<file path="src/rtl/unsaved_cpu_div_cell.sv">
// Iterative radix-2 restoring divider (signed/unsigned) for the M-stage div/divu path.
// Latency: done pulses WIDTH+1 cycles after the accepting edge (1 cycle for divide-by-zero).
// Backpressure: start is honoured only in IDLE; starts while busy or in DONE are dropped.
module unsaved_cpu_div_cell #(
    parameter int WIDTH = 32,
    parameter int CNT_W = 6
) (
    input  logic             clk,
    input  logic             reset_n,
    input  logic [WIDTH-1:0] M_div_src1,
    input  logic [WIDTH-1:0] M_div_src2,
    input  logic             M_div_signed,
    input  logic             M_div_start,
    output logic             M_div_busy,
    output logic             M_div_done,
    output logic [WIDTH-1:0] M_div_quotient,
    output logic [WIDTH-1:0] M_div_remainder
);

    typedef enum logic [1:0] {
        S_IDLE  = 2'd0,
        S_CALC  = 2'd1,
        S_FIXUP = 2'd2,
        S_DONE  = 2'd3
    } state_t;

    state_t             state_q;
    logic               busy_q;
    logic               done_q;
    logic [WIDTH-1:0]   quot_out_q;
    logic [WIDTH-1:0]   rem_out_q;
    logic [CNT_W-1:0]   cnt_q;

    // Working registers: dvd_q starts as the dividend magnitude and fills up
    // with quotient bits from the right as the dividend bits shift out left.
    logic [WIDTH-1:0]   dvd_q;
    logic [WIDTH-1:0]   prem_q;
    logic [WIDTH-1:0]   dvs_q;
    logic [WIDTH-1:0]   src1_raw_q;
    logic               signed_q;
    logic               neg_quot_q;
    logic               neg_rem_q;
    logic               div_zero_q;

    // Datapath signals computed combinationally from the current state.
    logic [WIDTH:0]     rem_shift_d;
    logic [WIDTH:0]     trial_d;
    logic               qbit_d;
    logic [WIDTH-1:0]   mag1_d;
    logic [WIDTH-1:0]   mag2_d;
    logic [WIDTH-1:0]   quot_fix_d;
    logic [WIDTH-1:0]   rem_fix_d;

    // Trial subtraction, operand magnitudes and final sign correction.
    always_comb begin
        rem_shift_d = {prem_q, dvd_q[WIDTH-1]};
        trial_d     = rem_shift_d - {1'b0, dvs_q};
        qbit_d      = ~trial_d[WIDTH];

        // Magnitude of the most negative value stays 1000..0, which is the
        // correct unsigned magnitude, so no special case is needed.
        mag1_d = (M_div_signed && M_div_src1[WIDTH-1]) ? (~M_div_src1 + 1'b1) : M_div_src1;
        mag2_d = (M_div_signed && M_div_src2[WIDTH-1]) ? (~M_div_src2 + 1'b1) : M_div_src2;

        if (div_zero_q) begin
            quot_fix_d = '1;
            rem_fix_d  = src1_raw_q;
        end else begin
            quot_fix_d = (signed_q && neg_quot_q) ? (~dvd_q + 1'b1) : dvd_q;
            rem_fix_d  = (signed_q && neg_rem_q)  ? (~prem_q + 1'b1) : prem_q;
        end
    end

    // Control FSM with registered handshake and result outputs.
    always_ff @(posedge clk or negedge reset_n) begin
        if (!reset_n) begin
            state_q    <= S_IDLE;
            busy_q     <= 1'b0;
            done_q     <= 1'b0;
            quot_out_q <= '0;
            rem_out_q  <= '0;
            cnt_q      <= '0;
            dvd_q      <= '0;
            prem_q     <= '0;
            dvs_q      <= '0;
            src1_raw_q <= '0;
            signed_q   <= 1'b0;
            neg_quot_q <= 1'b0;
            neg_rem_q  <= 1'b0;
            div_zero_q <= 1'b0;
        end else begin
            case (state_q)
                S_IDLE: begin
                    if (M_div_start) begin
                        busy_q     <= 1'b1;
                        src1_raw_q <= M_div_src1;
                        signed_q   <= M_div_signed;
                        neg_quot_q <= M_div_src1[WIDTH-1] ^ M_div_src2[WIDTH-1];
                        neg_rem_q  <= M_div_src1[WIDTH-1];
                        dvd_q      <= mag1_d;
                        dvs_q      <= mag2_d;
                        prem_q     <= '0;
                        cnt_q      <= '0;
                        if (M_div_src2 == '0) begin
                            div_zero_q <= 1'b1;
                            state_q    <= S_FIXUP;
                        end else begin
                            div_zero_q <= 1'b0;
                            state_q    <= S_CALC;
                        end
                    end
                end
                S_CALC: begin
                    if (qbit_d) begin
                        prem_q <= trial_d[WIDTH-1:0];
                    end else begin
                        prem_q <= rem_shift_d[WIDTH-1:0];
                    end
                    dvd_q <= {dvd_q[WIDTH-2:0], qbit_d};
                    cnt_q <= cnt_q + 1'b1;
                    if (cnt_q == CNT_W'(WIDTH - 1)) begin
                        state_q <= S_FIXUP;
                    end
                end
                S_FIXUP: begin
                    quot_out_q <= quot_fix_d;
                    rem_out_q  <= rem_fix_d;
                    done_q     <= 1'b1;
                    state_q    <= S_DONE;
                end
                S_DONE: begin
                    done_q  <= 1'b0;
                    busy_q  <= 1'b0;
                    state_q <= S_IDLE;
                end
                default: begin
                    state_q <= S_IDLE;
                end
            endcase
        end
    end

    assign M_div_busy      = busy_q;
    assign M_div_done      = done_q;
    assign M_div_quotient  = quot_out_q;
    assign M_div_remainder = rem_out_q;

endmodule

</file>
<file path="config.mk">
export PLATFORM = sky130hd
export DESIGN_NAME = unsaved_cpu_div_cell
export DESIGN_NICKNAME = d
export VERILOG_FILES = /design/src/rtl/unsaved_cpu_div_cell.sv
export SDC_FILE = /design/constraint.sdc
export NUM_CORES = 1
export LEC_CHECK = 0
export ABC_CLOCK_PERIOD_IN_PS = 2900
export CAP_MARGIN = 20
export CORE_MARGIN = 3
export CORE_UTILIZATION = 40
export DETAILED_ROUTE_END_ITERATION = 10
export GPL_ROUTABILITY_DRIVEN = 0
export MAX_ROUTING_LAYER = met4
export PLACE_DENSITY_LB_ADDON = 0.15
export SLEW_MARGIN = 15
export SYNTH_ARGS = -nofsm -noshare
export SYNTH_HDL_FRONTEND = slang
export SYNTH_SLANG_ARGS = --single-unit
</file>
<file path="constraint.sdc">
create_clock -name clk -period 2.9 [get_ports clk]
set_input_delay 0.29 -clock clk [delete_from_list [all_inputs] [get_ports clk]]
set_output_delay 0.29 -clock clk [all_outputs]
set_load 0.05 [all_outputs]
</file>
==> run_results.csv <==
group,metric,value,unit
clocking,cts_num_sinks,205,
timing,hold_violations,0,
clocking,cts_root_buf,"clkbuf_16",
power,pwr-share-comb,58.7,%
grt,busiest_layer,"met2",
floorplan,num_io_pins,134,
logic_synthesis,synth-seq-cells,205,
grt,overflow,0,
finish,area_growth,27.0,%
logic_synthesis,syn_nets,1559,
route,drtIter0Drc,697,
placement,place_hpwl,26700,um
power,p_int,11.0,mW
setup_path,critPathMaxFanout,5,
grt,grt_pass1_wl,57100,um
setup_path,criticalPathCategory,"reg2reg",
placement,place_inst,2022,
clocking,clk-insertion-delay-late,520,ps
logic_synthesis,synth_ff_type,"dfrtp_1",
timing,slew_headroom,51.5,%
power,switchingPower,9.00,mW
floorplan,dieArea,34200,um^2
setup_path,crit_path_start_kind,"register",
logic_synthesis,synth.distinct_cells,69,
route,dr.pass1.iters,5,
logic_synthesis,seq_area_frac_synth,40.0,%
clocking,cts_buffers,25,
setup_path,endpoint_kind,"register",
route,drc,0,
grt,grt_pass1_vias,10985,
timing,slew_violations,0,
finish,layout-drive-gt1-share,15.7,%
route,vias,10956,
logic_synthesis,synth.avg_cell_area,8.84,um^2
power,swShare,45.0,%
logic_synthesis,synth_area_leader_cell,"dfrtp_1",
logic_synthesis,synthCells,1449,
grt,grtUsageMet2,34.9,%
timing,post-route-period-util,95.9,%
finish,regArea,5130,um^2
clocking,clk_path_buf_depth,3,
floorplan,dieHeight,185,um
logic_synthesis,synth_edf_count,0,
timing,fmax,360,MHz
logic_synthesis,netlist_area,12800,um^2
route,viasPerCell,5.30,
power,ir_drop,0.516,mV
timing,post-route-min-period,2780,ps
logic_synthesis,synth.top_cells.by_area,"dfrtp_1 40%, xnor2_1 6.2%, o21ai_0 6.1%",
finish,layout_commonest_cell,"dfrtp_1",
grt,track_usage,21.1,%
clocking,cts-htree-levels,1,
power,p_per_area,1230,nW/um^2
logic_synthesis,yosysTopAreaCellShare,40.0,%
floorplan,die_x,185,um
finish,multi_input_area,7350,um^2
grt,grtUsageMet1,28.4,%
logic_synthesis,ys_warn_count,0,
power,p_clk_share,15.6,%
power,sequentialPowerShare,25.8,%
route,wl_per_cell,16.9,um
route,routed_wl,35000,um
worst_hold_path,hold_class,"in2async",
flow_run,max_cap_violations,0,
finish,finalNonFillerCells,2069,
timing,worst_pin_slew,728,ps
floorplan,initial_core_util,41.2,%
finish,n_antenna_cell,0,
setup_path,worstPathRequired,3300,ps
placement,port_buffers,133,
floorplan,core-area,31100,um^2
power,totalPowerFinal,20.0,mW
timing,setup_viol,0,
clocking,cts_tree,"done",
timing,finalClockSkew,10.0,ps
route,ant_nets,0,
grt,use_met3,2.16,%
setup_path,arrival,3180,ps
status,outcome,"complete, no violations",
clocking,clk_transition_reported_paths,60,ps
finish,nNetsFinal,1769,
finish,final_cell_mix,"204 x dfrtp_1, 160 x nand2_1, 155 x o21ai_0",
grt,antenna_found_initial,0,
power,p_leak,7.02,nW
logic_synthesis,async_flop_share,100,%
finish,fill_cells,2961,
floorplan,num_rows,64,
grt,grt_max_degree,97,
## synth_stat cells, types with 4 or more instances
| cell type | instances |
|---|---|
| nand2b_1 | 6 |
| or3_1 | 15 |
| a21o_1 | 8 |
| o21ai_0 | 157 |
| nand4_1 | 4 |
| nor2b_1 | 6 |
| nor3_1 | 26 |
| ha_1 | 41 |
| or4_1 | 7 |
| o22ai_1 | 16 |
| buf_1 | 7 |
| o211ai_1 | 5 |
| clkbuf_1 | 58 |
| mux2i_1 | 27 |
| a31oi_1 | 11 |
| nand3_1 | 16 |
| inv_1 | 55 |
| nor4_2 | 4 |
| dfrtp_1 | 205 |
| o21a_1 | 8 |
| nand2_1 | 163 |
| a22oi_1 | 11 |
| and2_1 | 11 |
| nor2_1 | 136 |
| a32oi_1 | 6 |
| xor2_1 | 58 |
| mux2_2 | 65 |
| o31ai_1 | 12 |
| xnor2_1 | 91 |
| o21ai_1 | 14 |
| o41ai_1 | 6 |
| a21oi_1 | 129 |
| and3_1 | 6 |
| nor4_1 | 11 |
## metal layers
layer / part of all wire (%) / wire [um]
met4: 1.6 / 554
met5: 0 / 0
met3: 4.0 / 1400
met1: 47 / 16500
met2: 47 / 16500
## state kept, by name, indices dropped and copies added (netlist names), 2 cells and up
register	count
M_div_quotient	32
M_div_remainder	32
cnt_q	6
dvd_q	32
dvs_q	32
prem_q	32
src1_raw_q	32
state_q	2
## cells by family after synthesis
logic type                 Yosys count  synth area share [%]
adders and majority gates           42                  4.16
buffers and inverters              125                  3.83
xor gates and xnor gates           149                  10.2
DFF                                205                  40.0
muxes                               92                  7.82
and+or+nand+nor                    428                  15.4
AOI/OAI and AO/OA                  408                  18.6
## what timing repair did
action,CTS,global route
buffers inserted,2,2
hold endpoints to repair,81,0
resized for setup,4,20
pin swaps,2,7
hold buffers,1,0
setup endpoints to repair,16,34
cloned,1,0
## metrics by stage
stage | hold WS (ps) | area, um^2 | setup slack (ps) | setup TNS (ps) | utilization, %
4_1_cts | 426 | 16100 | 6.37 | 0 | 52.0
5_1_grt | 461 | 16300 | -9.42 | -9.42 | 52.4
6_report | 389 | 16300 | 119 | 0 | 52.4
2_1_floorplan | -5.59 | 12800 | 232 | 0 | -
3_5_place_dp | 404 | 15300 | -37.6 | -284 | 49.2
3_3_place_gp | 396 | 15300 | 19.0 | 0 | 49.2
## cell type report
type	instances	share of cell area, %
inverter	55	1.27
multi-input combinational	1120	45.1
clock buffer	34	4.30
timing repair buffer	252	14.1
sequential	205	31.5
tap	396	3.04
clock inverter	7	0.676
## final timing paths
check,slack (ps),endpoint,from,cells after the start
worst max-delay path,120,prem_q[23],prem_q[13],9
worst min-delay path,390,M_div_quotient[15],reset_n,2
worst max register to register,120,prem_q[23],prem_q[13],9
worst min register to register,480,dvs_q[18],dvs_q[18],2
max in group asynchronous,1700,M_div_quotient[3],reset_n,3
min in group clk,460,dvs_q[0],M_div_src2[0],3
## worst max-delay path, stage by stage, from the launching register on
cell and delay (ps):
dfrtp_1 390, ha_1 380, a21oi_2 170, o21ai_1 110, or4b_4 530, o31ai_4 350
o21a_1 210, xor2_1 190, nor3_1 70, a221o_1 260
## power groups by stage
stage	sequential, mW	clock, mW	combinational [mW]
floorplan	6.38	0	6.53
detailed placement	5.18	0	11.5
global placement	5.15	0	11.3
finish	5.15	3.12	11.7
global route	5.33	3.34	13.0
CTS	5.14	3.21	11.6
Power figures use the tool's default switching activity.
